`config.mk`:
```
export PLATFORM = sky130hd
export DESIGN_NAME = debug_hex_overlay
export DESIGN_NICKNAME = d
export VERILOG_FILES = /design/src/rtl/debug_hex_overlay.sv
export SDC_FILE = /design/constraint.sdc
export NUM_CORES = 1
export LEC_CHECK = 0
export CORE_UTILIZATION = 44
export CTS_CLUSTER_DIAMETER = 150
export DETAILED_ROUTE_END_ITERATION = 8
export PLACE_DENSITY = 0.83
export SLEW_MARGIN = 10
export SYNTH_ARGS = -nofsm -noshare
export SYNTH_HDL_FRONTEND = slang
export SYNTH_SLANG_ARGS = --single-unit
```
`constraint.sdc`:
```
create_clock -name clock -period 1.3 [get_ports clock]
set_clock_uncertainty 0.1 [all_clocks]
set_input_delay 0.26 -clock clock [delete_from_list [all_inputs] [get_ports clock]]
set_output_delay 0.26 -clock clock [all_outputs]
set_load 0.03 [all_outputs]
```
`src/rtl/debug_hex_overlay.sv`:
```
// debug_hex_overlay: draws an up-to-8-digit hex value into a pixel stream.
// Two-stage pipeline: stage 1 computes the glyph lookup and drives the ROM,
// stage 2 composites the returned glyph bit over the delayed input colour.
// The shown value is copied from a pending register only on frame_start,
// so the digits never change partway through a frame.
module debug_hex_overlay #(
  parameter int unsigned ORIGIN_X   = 8,
  parameter int unsigned ORIGIN_Y   = 8,
  parameter int unsigned NUM_DIGITS = 8,
  parameter logic [14:0] FG_COLOUR  = 15'h7FFF
) (
  input  logic        clock,
  input  logic        reset_n,
  input  logic [31:0] value_in,
  input  logic        value_load,
  input  logic        frame_start,
  input  logic        overlay_enable,
  input  logic        pix_valid_in,
  input  logic [8:0]  pix_x_in,
  input  logic [7:0]  pix_y_in,
  input  logic [14:0] pix_colour_in,
  output logic [3:0]  rom_char,
  output logic [2:0]  rom_x,
  output logic [2:0]  rom_y,
  input  logic        rom_pixel,
  output logic        pix_valid_out,
  output logic [8:0]  pix_x_out,
  output logic [7:0]  pix_y_out,
  output logic [14:0] pix_colour_out
);

  localparam logic [9:0] X_LO = 10'(ORIGIN_X);
  localparam logic [9:0] X_HI = 10'(ORIGIN_X + 8 * NUM_DIGITS);
  localparam logic [9:0] Y_LO = 10'(ORIGIN_Y);
  localparam logic [9:0] Y_HI = 10'(ORIGIN_Y + 8);

  logic [31:0] pending;
  logic [31:0] displayed;

  logic [9:0]  x_wide;
  logic [9:0]  y_wide;
  logic [5:0]  dx;
  logic [2:0]  dy;
  logic [2:0]  digit;
  logic [3:0]  nibble;
  logic        in_box;

  logic        s1_valid;
  logic [8:0]  s1_x_pos;
  logic [7:0]  s1_y_pos;
  logic [14:0] s1_colour;
  logic        s1_in_box;
  logic [3:0]  s1_char;
  logic [2:0]  s1_col;
  logic [2:0]  s1_row;

  // Pending/displayed value registers; load+frame_start together bypasses pending.
  always_ff @(posedge clock or negedge reset_n) begin
    if (!reset_n) begin
      pending   <= '0;
      displayed <= '0;
    end else begin
      if (value_load)
        pending <= value_in;
      if (frame_start)
        displayed <= value_load ? value_in : pending;
    end
  end

  // Box test and glyph coordinates for the pixel presented this cycle.
  // Only the low bits of the offsets are needed; truncated subtraction gives
  // the same bits as the full 10-bit difference.
  always_comb begin
    x_wide = {1'b0, pix_x_in};
    y_wide = {2'b00, pix_y_in};
    in_box = pix_valid_in & overlay_enable &
             (x_wide >= X_LO) & (x_wide < X_HI) &
             (y_wide >= Y_LO) & (y_wide < Y_HI);
    dx     = pix_x_in[5:0] - X_LO[5:0];
    dy     = pix_y_in[2:0] - Y_LO[2:0];
    digit  = dx[5:3];
  end

  // Nibble for the selected digit, leftmost digit = most significant shown nibble.
  always_comb begin
    nibble = '0;
    for (int unsigned d = 0; d < NUM_DIGITS; d++) begin
      if (digit == 3'(d))
        nibble = displayed[4*(NUM_DIGITS-1-d) +: 4];
    end
  end

  // Stage 1: capture the pixel and the glyph lookup; out-of-box lookups read as 0.
  always_ff @(posedge clock or negedge reset_n) begin
    if (!reset_n) begin
      s1_valid  <= 1'b0;
      s1_x_pos  <= '0;
      s1_y_pos  <= '0;
      s1_colour <= '0;
      s1_in_box <= 1'b0;
      s1_char   <= '0;
      s1_col    <= '0;
      s1_row    <= '0;
    end else begin
      s1_valid  <= pix_valid_in;
      s1_x_pos  <= pix_x_in;
      s1_y_pos  <= pix_y_in;
      s1_colour <= pix_colour_in;
      s1_in_box <= in_box;
      s1_char   <= in_box ? nibble : '0;
      s1_col    <= in_box ? dx[2:0] : '0;
      s1_row    <= in_box ? dy : '0;
    end
  end

  // The glyph ROM is addressed straight from the stage-1 registers.
  always_comb begin
    rom_char = s1_char;
    rom_x    = s1_col;
    rom_y    = s1_row;
  end

  // Stage 2: composite the foreground colour where the glyph bit is set.
  always_ff @(posedge clock or negedge reset_n) begin
    if (!reset_n) begin
      pix_valid_out  <= 1'b0;
      pix_x_out      <= '0;
      pix_y_out      <= '0;
      pix_colour_out <= '0;
    end else begin
      pix_valid_out  <= s1_valid;
      pix_x_out      <= s1_x_pos;
      pix_y_out      <= s1_y_pos;
      pix_colour_out <= (s1_in_box & rom_pixel) ? FG_COLOUR : s1_colour;
    end
  end

endmodule

```
Word level (Yosys, flattened, before mapping) --
Index checks and enable logic that the tools add are counted.
Storage, ports and cells: register bits after elaboration 141, input port bits 71
Operators by class: add/subtract/negate cells 1, $lt $le $gt $ge 4, eq/ne operators 7, mux-type cells 13, bitwise operators 6, reductions and logical operators 1
Operator list (number):
- 4-bit two-way mux | 9
- 32-bit two-way mux | 1
- 15-bit two-way mux | 1
- 3-bit == test (second input constant) | 4
- 9-bit by 4-bit >= comparator with 1-bit output (second input constant) | 1
- 9-bit by 7-bit < comparator with 1-bit output (second input constant) | 1
- 8-bit by 4-bit >= comparator with 1-bit output (second input constant) | 1
- 8-bit by 5-bit < comparator with 1-bit output (second input constant) | 1
- 1-bit AND | 6
- 3-bit by 2-bit == test with 1-bit output (second input constant) | 2
- 3-bit two-way mux | 2
- 6-bit by 4-bit subtractor with 6-bit output (second input constant) | 1
- 3-bit by 1-bit == test with 1-bit output (second input constant) | 1
- 3-bit zero test | 1

Longest topological paths before layout --
Gate-level depths: netlist of the first run.
depth after elaboration 11, gate-level depth with buffers 6

Worst setup path before layout of the first run --
OpenSTA, ideal clock, no wires.
path type in2reg, start point input port value_load, end point register displayed[27], library setup time 0.125 ns, data arrival time 1.243 ns, data required time 1.075 ns, path slack -0.168 ns, stages on the path 4, buffers on the path 2, cells stage by stage clkbuf_1 > buf_2 > mux2_1 > mux2_2
On the way: cells in the longest elaborated chain, start to end 1
Ends and longest elaborated chain:
- start: declaration | RTL line 15 | input logic value_load,
- 32-bit two-way mux | RTL line 66 | displayed <= value_load ? value_in : pending;
- end signal: assignment | RTL line 66
- end: declaration | RTL line 38 | logic [31:0] displayed;
No other way between the ends. A chain may end at the register's enable or synchronous reset.

Worst setup path in the final report of the first run --
start point register s1_char[3], in the netlist rom_char[3], end point output port rom_char[3]
RTL lines:
- start: declaration | RTL line 53 | logic [3:0] s1_char;
- start signal: assignment | RTL line 110 | s1_char <= in_box ? nibble : '0;
- end: declaration | RTL line 22 | output logic [3:0] rom_char,
No word-level cell between the ends.

==> results of run 1 <==
## sequential cells by signal (all words and copies together), names as in the netlist
signal / count
displayed: 32
pending: 32
pix_colour_out: 15
pix_valid_out: 1
pix_x_out: 9
pix_y_out: 8
rom_char: 4
rom_x: 3
rom_y: 3
s1_colour: 15
s1_in_box: 1
s1_valid: 1
s1_x_pos: 9
s1_y_pos: 8
## cell usage after synthesis
| cell | n |
|---|---|
| or3_4 | 1 |
| o22ai_1 | 2 |
| nor2_1 | 7 |
| o32ai_1 | 2 |
| xor2_1 | 1 |
| or2b_1 | 1 |
| o2bb2ai_1 | 2 |
| buf_2 | 7 |
| and3_4 | 1 |
| o21ai_0 | 3 |
| mux2_1 | 33 |
| o21a_1 | 2 |
| and2_1 | 1 |
| or2_0 | 1 |
| inv_1 | 4 |
| a22oi_1 | 1 |
| o221a_2 | 1 |
| nand2_1 | 9 |
| a221oi_1 | 3 |
| and2b_1 | 1 |
| clkbuf_1 | 3 |
| dfrtp_1 | 141 |
| buf_6 | 1 |
| o211ai_1 | 1 |
| and2_4 | 6 |
| a21oi_1 | 1 |
| buf_1 | 2 |
| nor3b_1 | 3 |
| nor3_1 | 1 |
| nand2b_1 | 17 |
| o21ai_1 | 3 |
| nand3_1 | 2 |
| nor2b_1 | 2 |
| buf_4 | 1 |
| o32a_1 | 1 |
| mux2_2 | 29 |
| mux2i_1 | 5 |
| nor4_1 | 1 |
## metrics by stage
step / cells / power [mW] / worst slack [ns]
5_1_grt: 603 / 11.0 / -0.156
4_1_cts: 598 / 10.6 / -0.154
3_3_place_gp: 564 / 6.09 / -0.677
2_1_floorplan: 303 / 5.56 / -0.130
6_report: 603 / 10.6 / -0.134
3_5_place_dp: 564 / 6.14 / -0.763
## layout make-up
class | instances | area [um2] | area share
Sequential cell | 141 | 3530 | 0.489
Timing Repair Buffer | 142 | 1480 | 0.206
Multi-Input combinational cell | 145 | 1470 | 0.204
Clock buffer | 18 | 428 | 0.0593
Tap cell | 140 | 175 | 0.0243
Clock inverter | 13 | 116 | 0.0161
Inverter | 4 | 15.0 | 0.00208
## cell usage in the layout (no fill, tap or decap), drive strengths merged
| cell | n |
|---|---|
| o32ai | 2 |
| or2b | 1 |
| and3 | 2 |
| a22oi | 1 |
| nand2 | 9 |
| buf | 73 |
| nor3 | 1 |
| o211ai | 1 |
| nor4 | 1 |
| clkinv | 6 |
| nor3b | 3 |
| and2b | 1 |
| nand3 | 2 |
| or3 | 1 |
| mux2i | 5 |
| clkinvlp | 3 |
| o21a | 2 |
| o22ai | 2 |
| dfrtp | 141 |
| nand2b | 17 |
| nor2b | 2 |
| dlygate4sd2 | 2 |
| a21oi | 1 |
| a221oi | 3 |
| or2 | 1 |
| dlygate4sd3 | 2 |
| o21ai | 6 |
| o2bb2ai | 2 |
| and2 | 7 |
| mux2 | 62 |
| clkbuf | 19 |
| bufinv | 1 |
| o221a | 1 |
| inv | 7 |
| xor2 | 1 |
| o32a | 1 |
| clkdlybuf4s50 | 64 |
| nor2 | 7 |
## worst min-delay path by stage
stage / cells past startpoint / from / end / slack (ns)
after CTS: 2 / value_load / pending[27] / 0.02
after global routing: 2 / value_load / pending[27] / 0.06
after detailed placement: 1 / reset_n / pix_colour_out[4] / 0.08
after floorplan: 0 / reset_n / displayed[0] / -0.14
final: 2 / value_load / pending[27] / 0.04
after global placement: 1 / reset_n / pix_colour_out[4] / 0.08
## cell families after synthesis
logic type,after synthesis,share of synthesized area
AO/OA/AOI/OAI,22,0.0330
XOR/XNOR,1,0.00180
buffers and inverters,18,0.0180
flip-flops,141,0.726
multiplexers,67,0.154
AND/OR/NAND/NOR,54,0.0670
## power by group
group	internal [mW]	total, mW	leakage (nW)	switching (mW)
Sequential	4.74	4.91	1.67	0.172
Combinational	0.743	1.29	1.38	0.550
Clock	2.58	4.41	0.264	1.83
## per-layer routing
| metal | GRT usage | routed length (um) | vias up |
|---|---|---|---|
| met5 | 0 | 0 | - |
| met4 | 0.0871 | 204 | 0 |
| met3 | 0.0486 | 556 | 20 |
| met2 | 0.325 | 5420 | 118 |
| met1 | 0.248 | 4380 | 1512 |
| li1 | - | - | 1333 |
## repair_timing
action                                 CTS  global route
gates cloned                             1             0
hold buffers                             1             1
gates resized for setup                 48            11
buffers inserted                         1             4
endpoints found under the hold margin  141             1
pin swaps                                6            10
setup endpoints to repair               54            54
==> out/qor.csv, run 1 <==
stage,metric,value,unit
worst_setup_path,critical path depth in cells,1,
clock_tree,H-tree depth,4,
sta,Period minus WS final,1.43,ns
global_route,number of global-route vias before repair,3260,
worst_setup_path,CP endpoint kind,output pin,
layout,Post-Layout Inst Area,0.00722,mm2
logic_synthesis,#FFs+latches synth,141,
sta,worst-margin pin slew,0.369,ns
logic_synthesis,total of warnings raised by yosys,0,
logic_synthesis,Post-Synthesis Cells,303,
pwr,LEAKAGE,3.31,nW
pwr,VDD IR-drop max,0.800,mV
sta,Setup WS post-layout,-0.134,ns
clock_tree,CTS clock-pin slew for the worst setup and hold paths,0.06,ns
sta,hold slack final,0.0365,ns
worst_setup_path,CP Buf/Inv Count,1,
worst_setup_path,Top delay family on crit path,flip-flops,
die,# IOs,114,
worst_setup_path,CP arrival,1.07,ns
layout,share of layout cells above drive strength 1,0.395,
die,core area,0.0108,mm2
global_route,GR Overflow Total,0,
die,die area,0.0115,mm2
detailed_routing,drt total wl,10600,um
sta,Final Max Slew Viols,0,
worst_setup_path,Worst R2R Setup Slack,-0.06,ns
global_route,GRT Util Overall,0.198,
logic_synthesis,Syn Nets,374,
sta,unrepaired setup endpoints after global routing,true,
sta,Rel. slew slack,0.752,
place,post-DP HPWL,6810,um
min_path,Tightest Hold Check Type,input port to flop,
worst_setup_path,FF-to-FF Start,displayed[23],
worst_setup_path,origin of the worst setup path,rom_char[3],
layout,ANT cells,0,
pwr,PD cells,1470,mW/mm2
die,Die W,107,um
worst_setup_path,slowest CP cell,dfrtp_1,
logic_synthesis,Synth area leaders,"dfrtp_1 73%, mux2_1 7.6%, mux2_2 6.7%",
worst_setup_path,Critical Path RT,0.94,ns
worst_setup_path,Worst R2R Path Depth,4,
detailed_routing,vias,2983,
global_route,first-pass GRT wire length,16900,um
layout,post-layout util,0.669,
job,max-cap violation count,0,
logic_synthesis,library cells used by synthesis,38,
clock_tree,clk sinks,141,
logic_synthesis,post-synthesis instance area,0.00486,mm2
sta,Setup Total Neg Slack,-3.56,ns
worst_setup_path,CP Cell Sequence,buf_12,
die,die height,107,um
detailed_routing,Initial DRC Count,121,
worst_setup_path,Reg-to-Reg End,rom_char[3],
global_route,pin count of the biggest net entering global routing,37,
run_status,violated checks,negative setup slack,
global_route,initial antenna violation count,0,
logic_synthesis,top cell type's share of synthesized area,0.726,
clock_tree,CTS max path bufs,2,
clock_tree,cts bufs inserted,17,
clock_tree,CTS Root Cell,clkbuf_8,
worst_setup_path,WS Path Type,flop to output pin,
layout,Final nets,522,
die,Starting Density,0.450,
detailed_routing,WL/cell,17.5,um
worst_setup_path,critical path peak fanout,1,
sta,Max Fclk,0.698,GHz
worst_setup_path,CP endpoint,rom_char[3],
sta,final hold vios,0,
detailed_routing,via density per instance,4.95,
logic_synthesis,"Avg Cell Area, Syn",16.0,um2
place,Placer Congestion,0.903,
place,Placed Area,0.00639,mm2
worst_setup_path,"slowest stage delay, CP",0.42,ns
detailed_routing,residual DRC count,0,
clock_tree,Worst-Skew Late Latency,0.50,ns
logic_synthesis,cell taking the most area after synthesis,dfrtp_1,
run_status,status,"complete, but fails checks",
sta,Tcrit/Tclk final,1.10,
layout,fill cell count,722,
detailed_routing,Antenna Nets Post-Route,0,
logic_synthesis,"Seq/Total Area, Yosys",0.726,
place,port bufs,113,
sta,Final setup viols,46,
layout,Area Overhead vs Synth,48.5,%
die,Rows,38,
worst_setup_path,crit start category,flop,
detailed_routing,drt first pass iters,4,
clock_tree,TritonCTS clock tree,built,
No activity file was read; power rests on OpenSTA's default activity.
==> run 2, diff against run 1 <==
--- a/config.mk
+++ b/config.mk
@@ -9,7 +9,7 @@
 export CTS_CLUSTER_DIAMETER = 150
 export DETAILED_ROUTE_END_ITERATION = 8
 export PLACE_DENSITY = 0.83
-export SLEW_MARGIN = 10
+export SLEW_MARGIN = 15
 export SYNTH_ARGS = -nofsm -noshare
 export SYNTH_HDL_FRONTEND = slang
 export SYNTH_SLANG_ARGS = --single-unit
==> results of run 2 <==
The final DEF is identical to that of run 1; final timing and power are the same.
